### src/rtl/rom_read_arbiter_pkg.sv
// Shared constants and types for the two-port ROM read arbiter.
package rom_arb_pkg;

  localparam int unsigned NUM_PORTS      = 2;
  localparam int unsigned PORT_CPU       = 0;
  localparam int unsigned PORT_AUX       = 1;
  localparam int unsigned ROM_RD_LATENCY = 1;

  localparam int unsigned ARB_RR    = 0;
  localparam int unsigned ARB_FIXED = 1;

  // Which port wins the next tie; round-robin hands the tie to the port not granted last.
  typedef enum logic {
    PREF_CPU = 1'b0,
    PREF_AUX = 1'b1
  } rr_pref_e;

  function automatic rr_pref_e pref_after_grant(input logic [NUM_PORTS-1:0] gnt);
    return gnt[PORT_CPU] ? PREF_AUX : PREF_CPU;
  endfunction

endpackage

### src/rtl/rom_read_arbiter_if.sv
// Requester-side bus of the ROM read arbiter: request/address in, grant/valid/data out per port.
interface rom_read_arbiter_if #(
  parameter int unsigned ADDR_WIDTH = 8,
  parameter int unsigned DATA_WIDTH = 8
);

  logic                  req0;
  logic [ADDR_WIDTH-1:0] addr0;
  logic                  gnt0;
  logic                  rvalid0;
  logic [DATA_WIDTH-1:0] rdata0;

  logic                  req1;
  logic [ADDR_WIDTH-1:0] addr1;
  logic                  gnt1;
  logic                  rvalid1;
  logic [DATA_WIDTH-1:0] rdata1;

  modport master (
    output req0, addr0, req1, addr1,
    input  gnt0, rvalid0, rdata0, gnt1, rvalid1, rdata1
  );

  modport slave (
    input  req0, addr0, req1, addr1,
    output gnt0, rvalid0, rdata0, gnt1, rvalid1, rdata1
  );

endinterface

### src/rtl/rom_read_arbiter_arb.sv
// 2-way arbiter: combinational one-hot grant, round-robin tie pointer or fixed port-0 priority.
module rr_arbiter2
  import rom_arb_pkg::*;
#(
  parameter int unsigned FIXED_PRIO = ARB_RR
) (
  input  logic                 clk,
  input  logic                 rst_n,
  input  logic                 en,
  input  logic [NUM_PORTS-1:0] req,
  output logic [NUM_PORTS-1:0] gnt
);

  rr_pref_e pref_q;
  rr_pref_e pref_d;

  always_ff @(posedge clk or negedge rst_n) begin
    if (!rst_n) begin
      pref_q <= PREF_CPU;
    end else begin
      pref_q <= pref_d;
    end
  end

  // rst_n gates the grant so nothing is offered while reset is asserted.
  always_comb begin
    gnt = '0;
    if (rst_n && en) begin
      unique case (req)
        2'b01:   gnt = 2'b01;
        2'b10:   gnt = 2'b10;
        2'b11: begin
          if (FIXED_PRIO == ARB_FIXED || pref_q == PREF_CPU) begin
            gnt = 2'b01;
          end else begin
            gnt = 2'b10;
          end
        end
        default: gnt = '0;
      endcase
    end
  end

  always_comb begin
    pref_d = pref_q;
    if (|gnt) begin
      pref_d = pref_after_grant(gnt);
    end
  end

  a_gnt_onehot: assert property (@(posedge clk) disable iff (!rst_n) !(gnt[PORT_CPU] && gnt[PORT_AUX]));
  a_gnt_needs_req: assert property (@(posedge clk) disable iff (!rst_n) (gnt & ~req) == '0);

endmodule

### src/rtl/rom_read_arbiter.sv
// Shares a 1-cycle registered ROM between two readers: grant, address mux with idle hold, rvalid pipe.
module rom_read_arbiter
  import rom_arb_pkg::*;
#(
  parameter int unsigned ADDR_WIDTH = 8,
  parameter int unsigned DATA_WIDTH = 8,
  parameter int unsigned FIXED_PRIO = ARB_RR
) (
  input  logic                  clk,
  input  logic                  rst_n,
  input  logic                  en,
  rom_read_arbiter_if.slave     bus,
  output logic [ADDR_WIDTH-1:0] rom_addr,
  input  logic [DATA_WIDTH-1:0] rom_dout
);

  logic [NUM_PORTS-1:0]  req;
  logic [NUM_PORTS-1:0]  gnt;
  logic [NUM_PORTS-1:0]  rvalid_q;
  logic [ADDR_WIDTH-1:0] last_addr_q;

  assign req[PORT_CPU] = bus.req0;
  assign req[PORT_AUX] = bus.req1;

  rr_arbiter2 #(
    .FIXED_PRIO(FIXED_PRIO)
  ) u_arb (
    .clk   (clk),
    .rst_n (rst_n),
    .en    (en),
    .req   (req),
    .gnt   (gnt)
  );

  // Idle cycles repeat the last granted address so the ROM input does not toggle.
  always_comb begin
    rom_addr = last_addr_q;
    if (gnt[PORT_CPU]) begin
      rom_addr = bus.addr0;
    end else if (gnt[PORT_AUX]) begin
      rom_addr = bus.addr1;
    end
  end

  always_ff @(posedge clk or negedge rst_n) begin
    if (!rst_n) begin
      last_addr_q <= '0;
    end else if (|gnt) begin
      last_addr_q <= rom_addr;
    end
  end

  always_ff @(posedge clk or negedge rst_n) begin
    if (!rst_n) begin
      rvalid_q <= '0;
    end else begin
      rvalid_q <= gnt;
    end
  end

  assign bus.gnt0    = gnt[PORT_CPU];
  assign bus.gnt1    = gnt[PORT_AUX];
  assign bus.rvalid0 = rvalid_q[PORT_CPU];
  assign bus.rvalid1 = rvalid_q[PORT_AUX];
  assign bus.rdata0  = rom_dout;
  assign bus.rdata1  = rom_dout;

endmodule

### src/flat_wrapper.sv
// flat-port wrapper written by rule: the top's interface ports become plain ports
module rom_read_arbiter_flat import rom_arb_pkg::*;
#(
  parameter int unsigned ADDR_WIDTH = 8,
  parameter int unsigned DATA_WIDTH = 8,
  parameter int unsigned FIXED_PRIO = ARB_RR
)
  (clk, rst_n, en, rom_addr, rom_dout, bus_req0, bus_addr0, bus_req1, bus_addr1, bus_gnt0, bus_rvalid0, bus_rdata0, bus_gnt1, bus_rvalid1, bus_rdata1);
  rom_read_arbiter_if #(.ADDR_WIDTH(ADDR_WIDTH), .DATA_WIDTH(DATA_WIDTH)) bus_i ();
  input  logic clk;
  input  logic rst_n;
  input  logic en;
  output logic [ADDR_WIDTH-1:0] rom_addr;
  input  logic [DATA_WIDTH-1:0] rom_dout;
  input wire logic [$bits(bus_i.req0)-1:0] bus_req0;
  input wire logic [$bits(bus_i.addr0)-1:0] bus_addr0;
  input wire logic [$bits(bus_i.req1)-1:0] bus_req1;
  input wire logic [$bits(bus_i.addr1)-1:0] bus_addr1;
  output wire logic [$bits(bus_i.gnt0)-1:0] bus_gnt0;
  output wire logic [$bits(bus_i.rvalid0)-1:0] bus_rvalid0;
  output wire logic [$bits(bus_i.rdata0)-1:0] bus_rdata0;
  output wire logic [$bits(bus_i.gnt1)-1:0] bus_gnt1;
  output wire logic [$bits(bus_i.rvalid1)-1:0] bus_rvalid1;
  output wire logic [$bits(bus_i.rdata1)-1:0] bus_rdata1;
  assign bus_i.req0 = bus_req0;
  assign bus_i.addr0 = bus_addr0;
  assign bus_i.req1 = bus_req1;
  assign bus_i.addr1 = bus_addr1;
  assign bus_gnt0 = bus_i.gnt0;
  assign bus_rvalid0 = bus_i.rvalid0;
  assign bus_rdata0 = bus_i.rdata0;
  assign bus_gnt1 = bus_i.gnt1;
  assign bus_rvalid1 = bus_i.rvalid1;
  assign bus_rdata1 = bus_i.rdata1;
  rom_read_arbiter #(.ADDR_WIDTH(ADDR_WIDTH), .DATA_WIDTH(DATA_WIDTH), .FIXED_PRIO(FIXED_PRIO)) u_core (.clk(clk), .rst_n(rst_n), .en(en), .bus(bus_i), .rom_addr(rom_addr), .rom_dout(rom_dout));
endmodule
### config.mk
export PLATFORM = sky130hd
export DESIGN_NAME = rom_read_arbiter_flat
export DESIGN_NICKNAME = d
export VERILOG_FILES = /design/src/rtl/rom_read_arbiter_pkg.sv /design/src/rtl/rom_read_arbiter_if.sv /design/src/rtl/rom_read_arbiter_arb.sv /design/src/rtl/rom_read_arbiter.sv /design/src/flat_wrapper.sv
export SDC_FILE = /design/constraint.sdc
export NUM_CORES = 1
export LEC_CHECK = 0
export ABC_AREA = 1
export CAP_MARGIN = 20
export CORE_MARGIN = 3
export CORE_UTILIZATION = 34
export CTS_CLUSTER_DIAMETER = 60
export DETAILED_ROUTE_END_ITERATION = 12
export PLACE_DENSITY = 0.84
export SLEW_MARGIN = 20
export SYNTH_ARGS = -nofsm -noshare
export SYNTH_HDL_FRONTEND = slang
export SYNTH_SLANG_ARGS = --single-unit
export TNS_END_PERCENT = 5
### constraint.sdc
create_clock -name clk -period 1.74 [get_ports clk]
set_input_delay 0.348 -clock clk [delete_from_list [all_inputs] [get_ports clk]]
set_output_delay 0.348 -clock clk [all_outputs]
set_load 0.01 [all_outputs]
==> results of run 1 <==
[cells by family (layout without fill, tap and decap cells)]
| family | after synthesis | count (layout) |
|---|---|---|
| compound gates | 2 | 2 |
| simple gates | 48 | 49 |
| flops | 11 | 11 |
| buf+inv | 21 | 57 |
[cells in the final DEF (no fill, tap or decap)]
| master | Yosys | routed |
|---|---|---|
| nand3_1 | 32 | 32 |
| clkdlybuf4s50_1 | 0 | 18 |
| buf_4 | 16 | 16 |
| dfrtp_1 | 11 | 11 |
| nand2_1 | 10 | 10 |
| clkdlybuf4s15_2 | 0 | 5 |
| nand2_4 | 1 | 3 |
| inv_2 | 3 | 3 |
| clkbuf_4 | 0 | 3 |
| dlygate4sd2_1 | 0 | 3 |
| inv_1 | 2 | 2 |
| nor2_4 | 1 | 2 |
| clkbuf_2 | 0 | 2 |
| clkdlybuf4s15_1 | 0 | 2 |
| buf_2 | 0 | 2 |
| nor2_2 | 0 | 1 |
| o21ai_2 | 1 | 1 |
| nor2_8 | 1 | 1 |
| o21ai_0 | 1 | 1 |
| clkbuf_1 | 0 | 1 |
[power breakdown]
part / switching [W] / internal (W) / leakage [nW]
combinational: 0.000132 / 0.000138 / 0.392
clock: 0.0000909 / 0.0000887 / 0.0150
sequential: 0.0000155 / 0.000295 / 0.137
total: 0.000238 / 0.000522 / 0.545
[final timing paths]
kind                                            start               endpoint  slack, ns
worst min register to register  u_core.last_addr_q[3]  u_core.last_addr_q[3]       0.48
worst max register to register    u_core.u_arb.pref_q  u_core.last_addr_q[5]       0.77
worst max-delay path                               en            rom_addr[6]      -0.01
worst min-delay path                            rst_n  u_core.last_addr_q[6]       0.13
max in group asynchronous                       rst_n  u_core.last_addr_q[0]       1.46
min in group clk                u_core.last_addr_q[3]  u_core.last_addr_q[3]       0.48
[stage by stage]
step	util, %	setup slack (ns)
detailed placement	52.8	-0.602
finish	58.7	-0.00985
global placement	52.8	-0.547
floorplan	-	0.576
global route	58.7	-0.0888
CTS	59.2	0.00733
[cells in the mapped netlist]
master / number / area share [%]
buf_4: 16 / 18
nand2_4: 1 / 1.6
nor2_1: 1 / 0.55
dfrtp_1: 11 / 40
o21ai_2: 1 / 1.3
inv_1: 2 / 1.1
nand2_2: 2 / 1.8
nand2_1: 10 / 5.5
nor2_4: 1 / 1.6
o21ai_0: 1 / 0.73
nand3_1: 32 / 23
inv_2: 3 / 1.6
nor2_8: 1 / 2.9
[cell type report]
class / instances / area, sq um / share of cell area [%]
multi-input cells: 51 / 294 / 27.5
inverters: 5 / 18.8 / 1.76
repair buffers: 48 / 423 / 39.6
flip-flops and latches: 11 / 275 / 25.8
well taps: 25 / 31.3 / 2.93
clock buffers: 4 / 26.3 / 2.46
[critical path, delay by kind of cell]
kind | cells | cell delay, ns
simple gates | 4 | 0.44
buf+inv | 3 | 0.61
[per-layer routing]
layer	vias up	wire (um)	part of all wire [%]
met4	0	38	2.0
li1	335	-	-
met5	-	0	0
met2	25	937	49
met1	330	778	41
met3	6	144	7.6
[sequential cells by signal (all words and copies together), names as in the netlist]
name,cells
u_core.last_addr_q,8
u_core.rvalid_q,2
u_core.u_arb.pref_q,1
[repair_timing]
item	4_1_cts	5_1_grt
endpoints found under the setup margin	10	10
gates resized for setup	37	3
gates cloned	1	0
hold buffers	0	0
buffers inserted	10	0
pin swaps	4	0
==> impl_metrics.env, run 1 <==
export IMPL_muxShareOfSynthArea_pct=0
export IMPL_p_total_w=0.000760
export IMPL_wl_um=1900
export IMPL_grt_ovfl_total=0
export IMPL_ctsRootBufferMaster="clkbuf_4"
export IMPL_synth_compound_area_share_pct=2.01
export IMPL_grt_pass1_vias=709
export IMPL_use_met2_pct=27.6
export IMPL_hold_path_class="primary input to async pin"
export IMPL_rows=15
export IMPL_dieArea_sq_um=2590
export IMPL_cts_sinks=11
export IMPL_yosysUniqueCellTypes=13
export IMPL_violations="negative setup slack"
export IMPL_max_slew_margin_rel_pct=89.3
export IMPL_final_nets=149
export IMPL_clock_path_buffers=2
export IMPL_yosysSeqAreaShare_pct=40.2
export IMPL_nFillCells=162
export IMPL_via_per_inst=4.83
export IMPL_worst_ep_arrival_time_ns=1.40
export IMPL_peakVddDrop_uv=375
export IMPL_dr_pass1_iters=4
export IMPL_ys_ff_latch=11
export IMPL_fin_area_sq_um=1070
export IMPL_grt_max_degree=12
export IMPL_slew_viol_final=0
export IMPL_place_area_sq_um=961
export IMPL_r2r_cells=4
export IMPL_crit_fanout=5
export IMPL_syn_inst=82
export IMPL_diodes=0
export IMPL_io_pins=57
export IMPL_port_buffers=32
export IMPL_max_cap_viol_count=0
export IMPL_setup_viol=2
export IMPL_hpwl_um=1360
export IMPL_grt_busiest_layer="met2"
export IMPL_syn_num_nets=111
export IMPL_cp_slowest_stage_delay_ns=0.24
export IMPL_worstMarginPinSlew_ns=0.160
export IMPL_yosys_area_share_xor_xnor_pct=0
export IMPL_cp_end_kind="primary output"
export IMPL_critical_path_class="primary input to primary output"
export IMPL_track_usage_pct=16.5
export IMPL_syn_to_final_growth_pct=56.1
export IMPL_path_cells="dlygate4sd2_1 -> nand2_4 -> nor2_8 -> buf_4 -> nand3_1 -> nand3_1 -> clkdlybuf4s15_1"
export IMPL_syn_avg_cell_area_sq_um=8.35
export IMPL_placedCellCount=129
export IMPL_antenna_found_initial=0
export IMPL_rsz0062_at_grt="yes"
export IMPL_startpoint_type="primary input"
export IMPL_leakagePower_nw=0.545
export IMPL_max_freq_mhz=571
export IMPL_crit_slowest_cell="clkdlybuf4s15_1"
export IMPL_status="finished with violations"
export IMPL_vias=696
export IMPL_grt_pass1_wl_um=3210
export IMPL_crit_required_ns=1.39
export IMPL_post_drt_wl_per_cell_um=13.2
export IMPL_synth_top_family_by_area="simple AND/OR/NAND/NOR gates"
export IMPL_gp_congestion=0.741
export IMPL_initial_utilization_pct=37.6
export IMPL_ant_nets=0
export IMPL_fin_skew_ns=0.00364
export IMPL_syn_area_sq_um=684
export IMPL_cts_tree="built"
export IMPL_period_share_pct=101
export IMPL_drt_first_iter_violations=22
export IMPL_cts_buffers=3
export IMPL_fin_cells=144
export IMPL_finalCriticalPeriod_ns=1.75
export IMPL_worst_slack_ns=-0.00985
export IMPL_hold_ws_ns=0.132
export IMPL_htreeDepth=1
export IMPL_drive_above_1_share_pct=32.8
export IMPL_yosys_warnings=0
export IMPL_insertion_delay_ns=0.27
export IMPL_powerDensity_nw_per_um2=711
export IMPL_drc_errors=0
export IMPL_cpMostUsedCell="nand3_1"
export IMPL_core_sq_um=1820
export IMPL_synth_simple_gate_area_share_pct=37.5
export IMPL_fp_dieW_um=50.9
export IMPL_finalSetupTns_ns=-0.0183
export IMPL_die_height_um=50.9
export IMPL_grtUsageMet3_pct=4.66
export IMPL_finalHoldViolCount=0
export IMPL_synth_fa_ha_area_share_pct=0
export IMPL_grt_use_met1_pct=19.3
export IMPL_clk_pin_slew_ns=0.08
(Power assumes the default switching activity.)
==> inputs of run 2 (changes only) <==
--- a/config.mk
+++ b/config.mk
@@ -6,7 +6,6 @@
 export NUM_CORES = 1
 export LEC_CHECK = 0
 export ABC_AREA = 1
-export CAP_MARGIN = 20
 export CORE_MARGIN = 3
 export CORE_UTILIZATION = 34
 export CTS_CLUSTER_DIAMETER = 60
==> results of run 2 <==
The final DEF is identical to that of run 1; final timing and power are the same.
==> inputs of run 3 (changes only) <==
--- a/config.mk
+++ b/config.mk
@@ -10,9 +10,10 @@
 export CORE_UTILIZATION = 34
 export CTS_CLUSTER_DIAMETER = 60
 export DETAILED_ROUTE_END_ITERATION = 12
-export PLACE_DENSITY = 0.84
+export PLACE_DENSITY = 0.85
 export SLEW_MARGIN = 20
 export SYNTH_ARGS = -nofsm -noshare
 export SYNTH_HDL_FRONTEND = slang
+export SYNTH_HIERARCHICAL = 1
 export SYNTH_SLANG_ARGS = --single-unit
 export TNS_END_PERCENT = 5
==> impl_metrics.env, run 3 <==
export IMPL_fp_dieW_um=50.5
export IMPL_status="finished with violations"
export IMPL_leakagePower_nw=0.593
export IMPL_peakVddDrop_uv=438
export IMPL_use_met2_pct=30.9
export IMPL_nFillCells=156
export IMPL_syn_num_nets=110
export IMPL_fin_skew_ns=0.000502
export IMPL_place_area_sq_um=972
export IMPL_worst_slack_ns=-0.194
export IMPL_rsz0062_at_grt="yes"
export IMPL_syn_inst=81
export IMPL_slew_viol_final=0
export IMPL_gp_congestion=0.663
export IMPL_finalHoldViolCount=0
export IMPL_dieArea_sq_um=2550
export IMPL_hpwl_um=1340
export IMPL_drt_first_iter_violations=9
export IMPL_synthMostInstantiatedCell="nand3_1"
export IMPL_yosys_warnings=6
export IMPL_ys_ff_latch=11
export IMPL_fin_area_sq_um=1160
export IMPL_synthTopCellsByArea="dfrtp_1 (41%), nand3_1 (19%), buf_4 (18%)"
export IMPL_max_freq_mhz=517
export IMPL_top_register="u_core/last_addr_q"
export IMPL_rows=15
export IMPL_layout_common_cells="clkdlybuf4s50_1 (18), nand3_1 (17), buf_4 (16)"
export IMPL_max_slew_margin_rel_pct=88.8
export IMPL_grt_busiest_layer="met2"
export IMPL_antenna_found_initial=0
export IMPL_track_usage_pct=16.3
export IMPL_p_total_w=0.000864
export IMPL_finalCriticalPeriod_ns=1.93
export IMPL_crit_required_ns=1.39
export IMPL_crit_slowest_cell="dlygate4sd2_1"
export IMPL_hold_ws_ns=0.131
export IMPL_synth_common_cells="nand3_1 (26), buf_4 (16), nand2_1 (16), dfrtp_1 (11), nand2_2 (4)"
export IMPL_violations="negative setup slack"
export IMPL_startpoint_type="primary input"
export IMPL_multi_input_comb_area_sq_um=332
export IMPL_post_drt_wl_per_cell_um=14.4
export IMPL_layout_commonest_cell="clkdlybuf4s50_1"
export IMPL_cts_tree="built"
export IMPL_final_nets=148
export IMPL_worst_ep_arrival_time_ns=1.59
export IMPL_drive_above_1_share_pct=45.8
export IMPL_seqCellArea_sq_um=275
export IMPL_ctsRootBufferMaster="clkbuf_4"
export IMPL_grt_pass1_wl_um=3030
export IMPL_yosysSeqAreaShare_pct=40.9
export IMPL_diodes=0
export IMPL_hold_path_class="primary input to async pin"
export IMPL_io_pins=57
export IMPL_syn_to_final_growth_pct=72.1
export IMPL_via_per_inst=4.94
export IMPL_grt_max_degree=9
export IMPL_insertion_delay_ns=0.27
export IMPL_vias=707
export IMPL_largest_reg_flops=8
export IMPL_synth_edff_count=0
export IMPL_wl_um=2060
export IMPL_core_sq_um=1800
export IMPL_die_height_um=50.5
export IMPL_clk_pin_slew_ns=0.07
export IMPL_critical_path_class="primary input to primary output"
export IMPL_netlist_area_leader_share_pct=40.9
export IMPL_clock_path_buffers=2
export IMPL_period_share_pct=111
export IMPL_cts_sinks=11
export IMPL_htreeDepth=1
export IMPL_cp_slowest_stage_delay_ns=0.27
export IMPL_crit_fanout=5
export IMPL_cp_end_kind="primary output"
export IMPL_port_buffers=32
export IMPL_yosysUniqueCellTypes=11
export IMPL_syn_area_sq_um=673
export IMPL_max_cap_viol_count=0
export IMPL_synth_ff_type="dfrtp_1"
export IMPL_worstMarginPinSlew_ns=0.168
export IMPL_async_flop_share_pct=100
export IMPL_ant_nets=0
export IMPL_dr_pass1_iters=6
export IMPL_cts_buffers=3
export IMPL_syn_avg_cell_area_sq_um=8.31
export IMPL_path_cells="dlygate4sd2_1 -> nand2_1 -> clkinv_2 -> nand3_2 -> inv_4 -> buf_6 -> nor2_8 -> buf_8 -> nand2_4 -> nand3_2 -> buf_6"
export IMPL_synth_area_leader_cell="dfrtp_1"
export IMPL_grt_pass1_vias=716
export IMPL_initial_utilization_pct=37.4
export IMPL_largest_registers="u_core/last_addr_q: 8 flops, u_core/rvalid_q: 2 flops, u_core/u_arb/pref_q: 1 flops"
export IMPL_preCtsSetupSlack_ns=-0.827
export IMPL_setup_viol=8
export IMPL_grt_ovfl_total=0
export IMPL_grtUsageMet3_pct=2.67
export IMPL_grt_use_met1_pct=15.2
export IMPL_drc_errors=0
export IMPL_utilization_pct=64.3
export IMPL_powerDensity_nw_per_um2=746
## run 3: layer usage
metal,part of all wire [%],routed length [um]
met1,34,710
met2,56,1140
met3,6.1,125
met4,3.7,77
met5,0,0
## run 3: worst paths after layout
kind / from / endpoint / slack, ns / depth (start not counted)
max: en / rom_addr[2] / -0.19 / 11
min reg2reg: u_core/last_addr_q[5] / u_core/last_addr_q[5] / 0.49 / 2
max reg2reg: u_core/u_arb/pref_q / u_core/last_addr_q[0] / 0.43 / 7
min: rst_n / u_core/last_addr_q[1] / 0.13 / 2
max in group asynchronous: rst_n / u_core/last_addr_q[0] / 1.47 / 2
min in group clk: u_core/last_addr_q[5] / u_core/last_addr_q[5] / 0.49 / 2
## run 3: per-stage QoR
step,cells,setup TNS [ns]
6_report,143,-1.33
5_1_grt,143,-1.65
4_1_cts,142,-0.824
3_5_place_dp,132,-7.66
3_3_place_gp,132,-6.49
2_1_floorplan,81,0
## run 3: timing repair
action | CTS | global route
endpoints found under the setup margin | 10 | 8
hold buffers | 0 | 0
buffers inserted | 6 | 2
pin swaps | 2 | 4
gates resized for setup | 63 | 12
## run 3: final cells by class
class | instances | share of cell area, %
clock buffer | 4 | 2.27
inverter | 4 | 1.62
multi-input combinational | 48 | 28.6
sequential | 11 | 23.8
tap | 25 | 2.70
timing repair buffer | 51 | 41.0
## run 3: worst max-delay path: cells and delay by family
kind | cells | cell delay [ns]
buffers and inverters | 6 | 0.77
and+or+nand+nor | 5 | 0.45
## run 3: cells by family (layout without fill, tap and decap cells)
logic type	count (synthesis)	count (layout)	synth area share [%]
AO/OA/AOI/OAI	1	1	0.743
flip-flops	11	11	40.9
AND/OR/NAND/NOR	47	47	34.9
buffers and inverters	22	59	23.4
## run 3: report_power, final
group	total (W)	internal, W	switching (W)
combinational	0.000349	0.000194	0.000155
sequential	0.000334	0.000302	0.0000322
clock	0.000181	0.0000887	0.0000919
total	0.000864	0.000585	0.000279
